==> src/rtl/uart_boot_loader.sv <==
// UART boot loader: holds the SOC in reset, loads a program image over UART 8N1 into
// instruction memory, then releases the SOC and hands the UART pins over to it.
module uart_boot_loader #(
    parameter int unsigned CLOCK_FREQ   = 100000000,
    parameter int unsigned BAUD_RATE    = 115200,
    parameter int unsigned MEMORY_SIZE  = 4096,
    parameter int unsigned BOOT_WAIT    = 100000000,
    parameter int unsigned BYTE_TIMEOUT = 1000000
) (
    input  logic                           clk,
    input  logic                           reset,
    input  logic                           rx,
    output logic                           tx,
    input  logic                           soc_tx,
    output logic                           soc_rx,
    output logic                           soc_rst_n,
    output logic                           mem_we,
    output logic [$clog2(MEMORY_SIZE)-1:0] mem_addr,
    output logic [31:0]                    mem_wdata,
    output logic                           boot_done
);
    localparam int unsigned BAUD_DIV = CLOCK_FREQ / BAUD_RATE;
    localparam int unsigned HALF_DIV = BAUD_DIV / 2;
    localparam int unsigned CW       = $clog2(BAUD_DIV + 1);
    localparam int unsigned AW       = $clog2(MEMORY_SIZE);
    localparam int unsigned BW       = $clog2(BOOT_WAIT + 1);
    localparam int unsigned GW       = $clog2(BYTE_TIMEOUT + 1);
    localparam logic [7:0]  MAGIC    = 8'hA5;
    localparam logic [7:0]  CH_K     = 8'h4B;
    localparam logic [7:0]  CH_E     = 8'h45;
    localparam logic [7:0]  CH_T     = 8'h54;

    typedef enum logic [2:0] {IDLE, LEN0, LEN1, DATA, CSUM, REPLY, RUN} state_e;

    // rx synchroniser plus one extra stage for falling-edge detection
    logic rx_meta_q, rx_sync_q, rx_prev_q;
    always_ff @(posedge clk or posedge reset) begin
        if (reset) begin
            rx_meta_q <= 1'b1;
            rx_sync_q <= 1'b1;
            rx_prev_q <= 1'b1;
        end else begin
            rx_meta_q <= rx;
            rx_sync_q <= rx_meta_q;
            rx_prev_q <= rx_sync_q;
        end
    end

    // Receiver: bit 0 is the start bit (half-period sample), 1..8 data, 9 stop
    logic          rx_busy_q, rx_valid_q, rx_ferr_q, rx_tick;
    logic [CW-1:0] rx_cnt_q;
    logic [3:0]    rx_bit_q;
    logic [7:0]    rx_data_q;
    assign rx_tick = (rx_bit_q == 4'd0) ? (rx_cnt_q == CW'(HALF_DIV - 1))
                                        : (rx_cnt_q == CW'(BAUD_DIV - 1));
    always_ff @(posedge clk or posedge reset) begin
        if (reset) begin
            rx_busy_q  <= 1'b0;
            rx_valid_q <= 1'b0;
            rx_ferr_q  <= 1'b0;
            rx_cnt_q   <= '0;
            rx_bit_q   <= '0;
            rx_data_q  <= '0;
        end else begin
            rx_valid_q <= 1'b0;
            rx_ferr_q  <= 1'b0;
            if (!rx_busy_q) begin
                if (rx_prev_q && !rx_sync_q) begin
                    rx_busy_q <= 1'b1;
                    rx_cnt_q  <= '0;
                    rx_bit_q  <= '0;
                end
            end else if (rx_tick) begin
                rx_cnt_q <= '0;
                if (rx_bit_q == 4'd0) begin
                    if (rx_sync_q) rx_busy_q <= 1'b0;
                    else           rx_bit_q  <= 4'd1;
                end else if (rx_bit_q == 4'd9) begin
                    rx_busy_q  <= 1'b0;
                    rx_valid_q <= rx_sync_q;
                    rx_ferr_q  <= !rx_sync_q;
                end else begin
                    rx_data_q <= {rx_sync_q, rx_data_q[7:1]};
                    rx_bit_q  <= rx_bit_q + 4'd1;
                end
            end else begin
                rx_cnt_q <= rx_cnt_q + CW'(1);
            end
        end
    end

    // Transmitter: frame holds data plus stop bit, shifted out LSB first
    logic          tx_busy_q, tx_line_q, tx_start;
    logic [CW-1:0] tx_cnt_q;
    logic [3:0]    tx_bit_q;
    logic [8:0]    tx_frame_q;
    logic [7:0]    reply_byte_q, reply_byte_d;
    always_ff @(posedge clk or posedge reset) begin
        if (reset) begin
            tx_busy_q  <= 1'b0;
            tx_line_q  <= 1'b1;
            tx_cnt_q   <= '0;
            tx_bit_q   <= '0;
            tx_frame_q <= '1;
        end else if (!tx_busy_q) begin
            if (tx_start) begin
                tx_busy_q  <= 1'b1;
                tx_line_q  <= 1'b0;
                tx_cnt_q   <= '0;
                tx_bit_q   <= '0;
                tx_frame_q <= {1'b1, reply_byte_q};
            end
        end else if (tx_cnt_q == CW'(BAUD_DIV - 1)) begin
            tx_cnt_q <= '0;
            if (tx_bit_q == 4'd9) begin
                tx_busy_q <= 1'b0;
                tx_line_q <= 1'b1;
            end else begin
                tx_bit_q   <= tx_bit_q + 4'd1;
                tx_line_q  <= tx_frame_q[0];
                tx_frame_q <= {1'b1, tx_frame_q[8:1]};
            end
        end else begin
            tx_cnt_q <= tx_cnt_q + CW'(1);
        end
    end

    state_e        state_q, state_d, ret_q, ret_d;
    logic          sent_q, sent_d, mem_we_q, mem_we_d;
    logic          soc_rst_n_q, soc_rst_n_d, boot_done_q, boot_done_d;
    logic [7:0]    csum_q, csum_d;
    logic [15:0]   len_q, len_d, word_cnt_q, word_cnt_d, len_new;
    logic [1:0]    byte_idx_q, byte_idx_d;
    logic [AW-1:0] mem_addr_q, mem_addr_d;
    logic [31:0]   mem_wdata_q, mem_wdata_d;
    logic [BW-1:0] boot_cnt_q, boot_cnt_d;
    logic [GW-1:0] gap_cnt_q, gap_cnt_d;

    always_ff @(posedge clk or posedge reset) begin
        if (reset) begin
            state_q      <= IDLE;
            ret_q        <= IDLE;
            reply_byte_q <= '0;
            sent_q       <= 1'b0;
            mem_we_q     <= 1'b0;
            soc_rst_n_q  <= 1'b0;
            boot_done_q  <= 1'b0;
            csum_q       <= '0;
            len_q        <= '0;
            word_cnt_q   <= '0;
            byte_idx_q   <= '0;
            mem_addr_q   <= '0;
            mem_wdata_q  <= '0;
            boot_cnt_q   <= '0;
            gap_cnt_q    <= '0;
        end else begin
            state_q      <= state_d;
            ret_q        <= ret_d;
            reply_byte_q <= reply_byte_d;
            sent_q       <= sent_d;
            mem_we_q     <= mem_we_d;
            soc_rst_n_q  <= soc_rst_n_d;
            boot_done_q  <= boot_done_d;
            csum_q       <= csum_d;
            len_q        <= len_d;
            word_cnt_q   <= word_cnt_d;
            byte_idx_q   <= byte_idx_d;
            mem_addr_q   <= mem_addr_d;
            mem_wdata_q  <= mem_wdata_d;
            boot_cnt_q   <= boot_cnt_d;
            gap_cnt_q    <= gap_cnt_d;
        end
    end

    always_comb begin
        state_d      = state_q;
        ret_d        = ret_q;
        reply_byte_d = reply_byte_q;
        sent_d       = sent_q;
        mem_we_d     = 1'b0;
        csum_d       = csum_q;
        len_d        = len_q;
        word_cnt_d   = word_cnt_q;
        byte_idx_d   = byte_idx_q;
        mem_addr_d   = mem_addr_q;
        mem_wdata_d  = mem_wdata_q;
        boot_cnt_d   = '0;
        gap_cnt_d    = '0;
        tx_start     = 1'b0;
        len_new      = {rx_data_q, len_q[7:0]};

        // Advance after each strobe, but hold on the last word so the address never wraps
        if (mem_we_q && (word_cnt_q != len_q)) mem_addr_d = mem_addr_q + AW'(1);

        case (state_q)
            IDLE: begin
                boot_cnt_d = boot_cnt_q + BW'(1);
                if (rx_valid_q && (rx_data_q == MAGIC)) begin
                    state_d    = LEN0;
                    csum_d     = '0;
                    word_cnt_d = '0;
                    byte_idx_d = '0;
                    mem_addr_d = '0;
                end else if (boot_cnt_q == BW'(BOOT_WAIT - 1)) begin
                    state_d = RUN;
                end
            end
            LEN0: if (rx_valid_q) begin
                csum_d     = csum_q ^ rx_data_q;
                len_d[7:0] = rx_data_q;
                state_d    = LEN1;
            end
            LEN1: if (rx_valid_q) begin
                csum_d      = csum_q ^ rx_data_q;
                len_d[15:8] = rx_data_q;
                if (32'(len_new) > MEMORY_SIZE) begin
                    state_d      = REPLY;
                    reply_byte_d = CH_E;
                    ret_d        = IDLE;
                end else if (len_new == 16'd0) begin
                    state_d = CSUM;
                end else begin
                    state_d = DATA;
                end
            end
            DATA: if (rx_valid_q) begin
                csum_d      = csum_q ^ rx_data_q;
                mem_wdata_d = {rx_data_q, mem_wdata_q[31:8]};
                byte_idx_d  = byte_idx_q + 2'd1;
                if (byte_idx_q == 2'd3) begin
                    mem_we_d   = 1'b1;
                    word_cnt_d = word_cnt_q + 16'd1;
                    if (word_cnt_d == len_q) state_d = CSUM;
                end
            end
            CSUM: if (rx_valid_q) begin
                state_d      = REPLY;
                reply_byte_d = (rx_data_q == csum_q) ? CH_K : CH_E;
                ret_d        = (rx_data_q == csum_q) ? RUN : IDLE;
            end
            REPLY: begin
                if (!sent_q) begin
                    tx_start = 1'b1;
                    sent_d   = 1'b1;
                end else if (!tx_busy_q) begin
                    sent_d  = 1'b0;
                    state_d = ret_q;
                end
            end
            RUN: ;
            default: state_d = IDLE;
        endcase

        // Frame-level errors take priority over normal byte handling
        if (state_q inside {LEN0, LEN1, DATA, CSUM}) begin
            gap_cnt_d = rx_valid_q ? '0 : gap_cnt_q + GW'(1);
            if (rx_ferr_q) begin
                state_d      = REPLY;
                reply_byte_d = CH_E;
                ret_d        = IDLE;
            end else if (!rx_valid_q && (gap_cnt_q == GW'(BYTE_TIMEOUT - 1))) begin
                state_d      = REPLY;
                reply_byte_d = CH_T;
                ret_d        = IDLE;
            end
        end

        soc_rst_n_d = (state_d == RUN);
        boot_done_d = (state_d == RUN);
    end

    assign tx        = (state_q == RUN) ? soc_tx : tx_line_q;
    assign soc_rx    = (state_q == RUN) ? rx_sync_q : 1'b1;
    assign soc_rst_n = soc_rst_n_q;
    assign boot_done = boot_done_q;
    assign mem_we    = mem_we_q;
    assign mem_addr  = mem_addr_q;
    assign mem_wdata = mem_wdata_q;
endmodule
==> config.mk <==
export PLATFORM = sky130hd
export DESIGN_NAME = uart_boot_loader
export DESIGN_NICKNAME = d
export VERILOG_FILES = /design/src/rtl/uart_boot_loader.sv
export SDC_FILE = /design/constraint.sdc
export NUM_CORES = 1
export LEC_CHECK = 0
export ABC_AREA = 1
export ABC_CLOCK_PERIOD_IN_PS = 11560
export BUFFER_PORTS_ARGS = -buffer_cell sky130_fd_sc_hd__clkbuf_2
export CAP_MARGIN = 20
export CORE_MARGIN = 1.5
export CORE_UTILIZATION = 69
export CTS_BUF_LIST = sky130_fd_sc_hd__clkbuf_8
export DETAILED_ROUTE_END_ITERATION = 16
export GPL_ROUTABILITY_DRIVEN = 0
export GPL_TIMING_DRIVEN = 0
export PLACE_DENSITY = 0.86
export SLEW_MARGIN = 15
export SYNTH_ARGS = -nofsm -noshare
export SYNTH_HDL_FRONTEND = slang
export SYNTH_SLANG_ARGS = --single-unit
==> constraint.sdc <==
create_clock -name clk -period 11.56 [get_ports clk]
set_clock_uncertainty 0.05 [all_clocks]
set_input_delay 2.312 -clock clk [delete_from_list [all_inputs] [get_ports clk]]
set_output_delay 2.312 -clock clk [all_outputs]
set_load 0.02 [all_outputs]
# Word-level counts from Yosys, hierarchy flattened
# Index checks and enable logic that the tools add are counted.
op_classes:
  reduce_logical: 25
  n_eq_ne: 28
  order_cmp: 1
  add_sub_neg: 9
  n_mux: 100
  bitwise: 3
op_table:
  columns: ["op", "n"]
  rows:
  - ["2-to-1 mux 3 bit", 22]
  - ["2-to-1 mux 8 bit", 8]
  - ["2-to-1 mux 10 bit", 6]
  - ["2-to-1 mux 16 bit", 3]
  - ["2-to-1 mux 4 bit", 11]
  - ["2-to-1 mux 20 bit", 2]
  - ["2-to-1 mux 12 bit", 3]
  - ["2-to-1 mux 9 bit", 4]
  - ["2-to-1 mux 1 bit", 32]
  - ["case mux 16 bit (2 select lines)", 1]
  - ["case mux 8 bit (2 select lines)", 2]
  - ["adder 27 x 1 -> 27 bit, second input constant", 1]
  - ["equality test 27 bit, second input constant", 1]
  - ["2-to-1 mux 27 bit", 1]
  - ["case mux 3 bit (7 select lines)", 1]
  - ["adder 10 x 1 -> 10 bit, second input constant", 2]
  - ["adder 20 x 1 -> 20 bit, second input constant", 1]
  - ["equality test 10 bit, second input constant", 2]
  - ["equality test 20 bit, second input constant", 1]
  - ["adder 16 x 1 -> 16 bit, second input constant", 1]
  - ["equality test 16 bit", 1]
  - ["> comparator 16 x 13 -> 1 bit, second input constant", 1]
  - ["logical NOT 16 bit", 1]
  - ["!= test 16 bit", 1]
  - ["29 further kinds", 57]
totals:
  wordCells: 195
  regBits: 203
  in_bits: 4

# Logic depth before layout (Yosys ltp)
depth:
  word_depth: 10
  ltp_mapped: 16
  ltp_nobuf: 15

# Worst setup path after synthesis
# OpenSTA, ideal clock, no wires.
synth_timing:
  kind: "input to output"
  from: "input soc_tx"
  to: "output tx"
  t_required_ns: 9.198
  path_stages: 2
  path_buffers: 0
  slack_ns: 6.619
  t_arrival_ns: 2.579
  path_cell_list: "nand2_1 > o21ai_0"
synth_between:
  elab_chain_cells: 1
synth_rtl:
  columns: ["item", "line_no", "text"]
  rows:
  - ["from (decl)", "14", "input logic soc_tx,"]
  - ["2-to-1 mux 1 bit", "272", "assign tx = (state_q == RUN) ? soc_tx : tx_line_q;"]
  - ["to (decl)", "13", "output logic tx,"]
# No other way between the ends.

# Worst setup path after layout
# Ends and elaborated chain as after synthesis.

==> impl_results.rst <==
.. list-table::
   :header-rows: 1

   * - Metric
     - Value
   * - Number of warnings reported in the yosys synthesis log
     - 0
   * - GRT Overall Usage
     - 30.6%
   * - Wire length of the first global-routing pass
     - 39800 µm
   * - Vias per Instance
     - 5.63
   * - Clock period minus final worst setup slack
     - 5.07 ns
   * - Number of I/O pins
     - 53
   * - Total nets after synthesis
     - 1296
   * - Primary FF master, synth
     - dfrtp_1
   * - Cell area after placement
     - 10900 µm²
   * - Count of hold buffers inserted by post-cts repair
     - 0
   * - Antenna-violating nets left
     - 0
   * - Antenna fix cells
     - 0
   * - Hold Slack
     - 0.304 ns
   * - Fraction of the mapped netlist area in adder cells
     - 1.45%
   * - Combinational family with the most area after synthesis
     - simple AND/OR/NAND/NOR gates
   * - Overall Power
     - 1.43 mW
   * - Cell Count Post-Placement
     - 1517
   * - Simple-Gate Fraction of Synth Area
     - 27.0%
   * - Arrival time of the worst setup path
     - 2.71 ns
   * - Vias in the first global route
     - 8607
   * - Peak supply drop
     - 0.125 mV
   * - Post-Route Setup TNS
     - 0 ns
   * - Total detailed-routing wirelength
     - 23300 µm
   * - Initial detailed-routing violation count
     - 620
   * - Post-Layout Cell Count
     - 1576
   * - Critical Path Start Type
     - input pin
   * - Routed wire length per instance
     - 14.8 µm
   * - Cell types occupying the most area after synthesis
     - dfrtp_1 46%, nand2_1 11%, inv_1 5.9%, nor2_1 4.6%, o21ai_0 4.5%
   * - Hold Path Cell Cnt
     - 0
   * - Buffer levels on the longest clock path
     - 3
   * - XOR/XNOR share of the synthesized area
     - 4.56%
   * - Row cnt
     - 44
   * - Share of cells above drive strength 1
     - 12.9%
   * - Drt drc
     - 0
   * - Async set-or-reset flop fraction in the synthesized netlist
     - 100%
   * - H-tree levels
     - 2
   * - Transition time of the tightest slew-check pin
     - 0.599 ns
   * - PwrDens
     - 124 nW/µm²
   * - Most used standard cell by instance count after synthesis
     - nand2_1
   * - Slew Limit Fails
     - 0
   * - Compound-cell area share of the yosys netlist
     - 10.7%
   * - Root buffer cell
     - clkbuf_8
   * - Starting Density
     - 71.0%
   * - Total number of vias
     - 8869
   * - Die span in x
     - 126 µm
   * - Combinational cell fraction of total power
     - 4.1%
   * - Switching power of the nets
     - 338 µW
   * - Flip-flop and latch count after synthesis
     - 202
   * - Fmax
     - 0.197 GHz
   * - Run status
     - completed
   * - Maximum number of pins on one net before global-route repair
     - 116
   * - Total die area
     - 15800 µm²
   * - Class of the tightest hold or removal check
     - flop to flop
   * - Placeable core region
     - 14600 µm²
   * - Post-CTS setup repair buffer count
     - 0
   * - Sequential cell fraction of total power
     - 51.4%
   * - Fraction of the cycle the final worst path needs
     - 43.9%
   * - Maximum fanout encountered on the critical timing path
     - 1
   * - Area of the mapped netlist
     - 10400 µm²
   * - Post-route worst setup slack
     - 6.49 ns
   * - Clock tree from TritonCTS
     - yes
   * - Static leakage
     - 5.47 nW
   * - Sequential area share after synthesis
     - 48.9%
   * - Internal power contribution
     - 1.10 mW
   * - Share of the synthesized area in the top cell type
     - 45.9%
   * - Number of clock buffers inserted by TritonCTS
     - 35
   * - Power share of the clock group
     - 44.6%
   * - Remaining max-slew budget at the tightest pin
     - 60.1%
   * - Switching Share
     - 23.5%
   * - Cell taking the most area after synthesis
     - dfrtp_1
   * - EDFF count, synth
     - 0
   * - Final core utilization
     - 79.3%
   * - DPL Wire Length
     - 16200 µm
   * - Filler Cell Count
     - 991
   * - Post-synthesis average cell area
     - 8.09 µm²
   * - Clock net sink count
     - 202
   * - Total non-filler cell area in the finished layout
     - 11600 µm²
   * - Multiplexer area fraction after synthesis
     - 0%
   * - Final hold vios
     - 0
   * - Post_cts resized
     - 0
   * - Nets
     - 1386
   * - Worst setup slack before clock tree synthesis
     - 6.49 ns
   * - Type of the worst setup path
     - input pin to output port
   * - Count of distinct cell types in the synthesized netlist
     - 52
   * - Data required time of the worst path
     - 9.20 ns
   * - Most used standard cells in the synthesized netlist
     - 309 x nand2_1, 190 x dfrtp_1, 164 x inv_1, 128 x nor2_1, 94 x o21ai_0
   * - Number of input and output port buffers inserted
     - 52
   * - Maximum capacitance violations
     - 0
   * - Post-synthesis to final-layout area growth
     - 11.7%
   * - Mapped Cells
     - 1280
   * - Worst-path clk slew
     - 0.05 ns
   * - Number of antenna violations at the first check in global routing
     - 0
   * - Final setup violation count
     - 0
   * - GRT Residual Overflow
     - 0
   * - RSZ-0062 raised after global routing
     - no
   * - Worst-case reg-to-reg path depth
     - 11
   * - Clock latency at the later pin of the worst-skew pair
     - 0.52 ns
   * - Nature of the critical path endpoint
     - output port
   * - Height of the die
     - 126 µm
   * - Detailed Routing Iterations Pass 1
     - 5
## power groups by stage
| stage | logic [mW] | clock network, mW | registers (mW) |
|---|---|---|---|
| finish | 0.0585 | 0.639 | 0.737 |
| floorplan | 0.0454 | 0 | 0.744 |
| detailed placement | 0.0580 | 0 | 0.748 |
| global route | 0.0677 | 0.683 | 0.739 |
| CTS | 0.0590 | 0.648 | 0.736 |
| global placement | 0.0536 | 0 | 0.747 |
## final cells by class
cell class / instances / area [µm²] / area share (%)
plain buffers: 22 / 113 / 0.973
clock buffers: 43 / 592 / 5.12
clock inverters: 16 / 91.3 / 0.789
inverters: 172 / 656 / 5.67
multi-input cells: 884 / 4530 / 39.2
flip-flops and latches: 202 / 5070 / 43.8
well taps: 184 / 230 / 1.99
repair buffers: 53 / 288 / 2.49
## kinds of logic after synthesis
| logic type | after synthesis |
|---|---|
| and+or+nand+nor | 626 |
| AOI/OAI and AO/OA | 192 |
| xor gates and xnor gates | 54 |
| adders and majority gates | 12 |
| buffers and inverters | 194 |
| DFF | 202 |
## routing by layer
metal  track usage [%]  vias to the layer above  part of all wire, %
met5                 0                        -                    0
met4              10.5                        0                  2.3
li1                  -                     4353                    -
met2              51.7                      250                   49
met3              4.75                       47                  5.0
met1              40.6                     4219                   44
## layout by cell type (no fill, tap or decap), types with 14 or more instances in the layout
master | synthesis | routed
nand2_1 | 309 | 309
dfrtp_1 | 190 | 190
inv_1 | 164 | 174
nor2_1 | 128 | 128
o21ai_0 | 94 | 94
nand3_1 | 68 | 68
clkbuf_2 | 0 | 52
clkbuf_8 | 0 | 43
a21oi_1 | 41 | 41
xor2_1 | 40 | 40
nor3_1 | 36 | 36
nand4_1 | 22 | 22
o22ai_1 | 18 | 18
nor2_2 | 17 | 17
xnor2_1 | 14 | 14
## final timing paths
path | start | slack (ns) | to
max reg2reg | word_cnt_q[1] | 9.27 | state_q[1]
min reg2reg | rx_meta_q | 0.30 | rx_sync_q
min | rx_meta_q | 0.30 | rx_sync_q
max | soc_tx | 6.49 | tx
max in group asynchronous | reset | 8.65 | tx_frame_q[5]
min in group asynchronous | reset | 1.85 | mem_wdata[7]
## state kept, by name, indices dropped and copies added, names as in the netlist, 8 cells and up
register / count
mem_wdata: 32
boot_cnt_q: 27
gap_cnt_q: 20
len_q: 16
word_cnt_q: 16
mem_addr: 12
rx_cnt_q: 10
tx_cnt_q: 10
csum_q: 8
reply_byte_q: 8
rx_data_q: 8
tx_frame_q: 8
## worst max-delay path: stages
cell	delay (ns)
clkbuf_2	0.08
nand2_1	0.04
o21ai_0	0.08
clkbuf_2	0.19
Power figures use the tool's default switching activity.
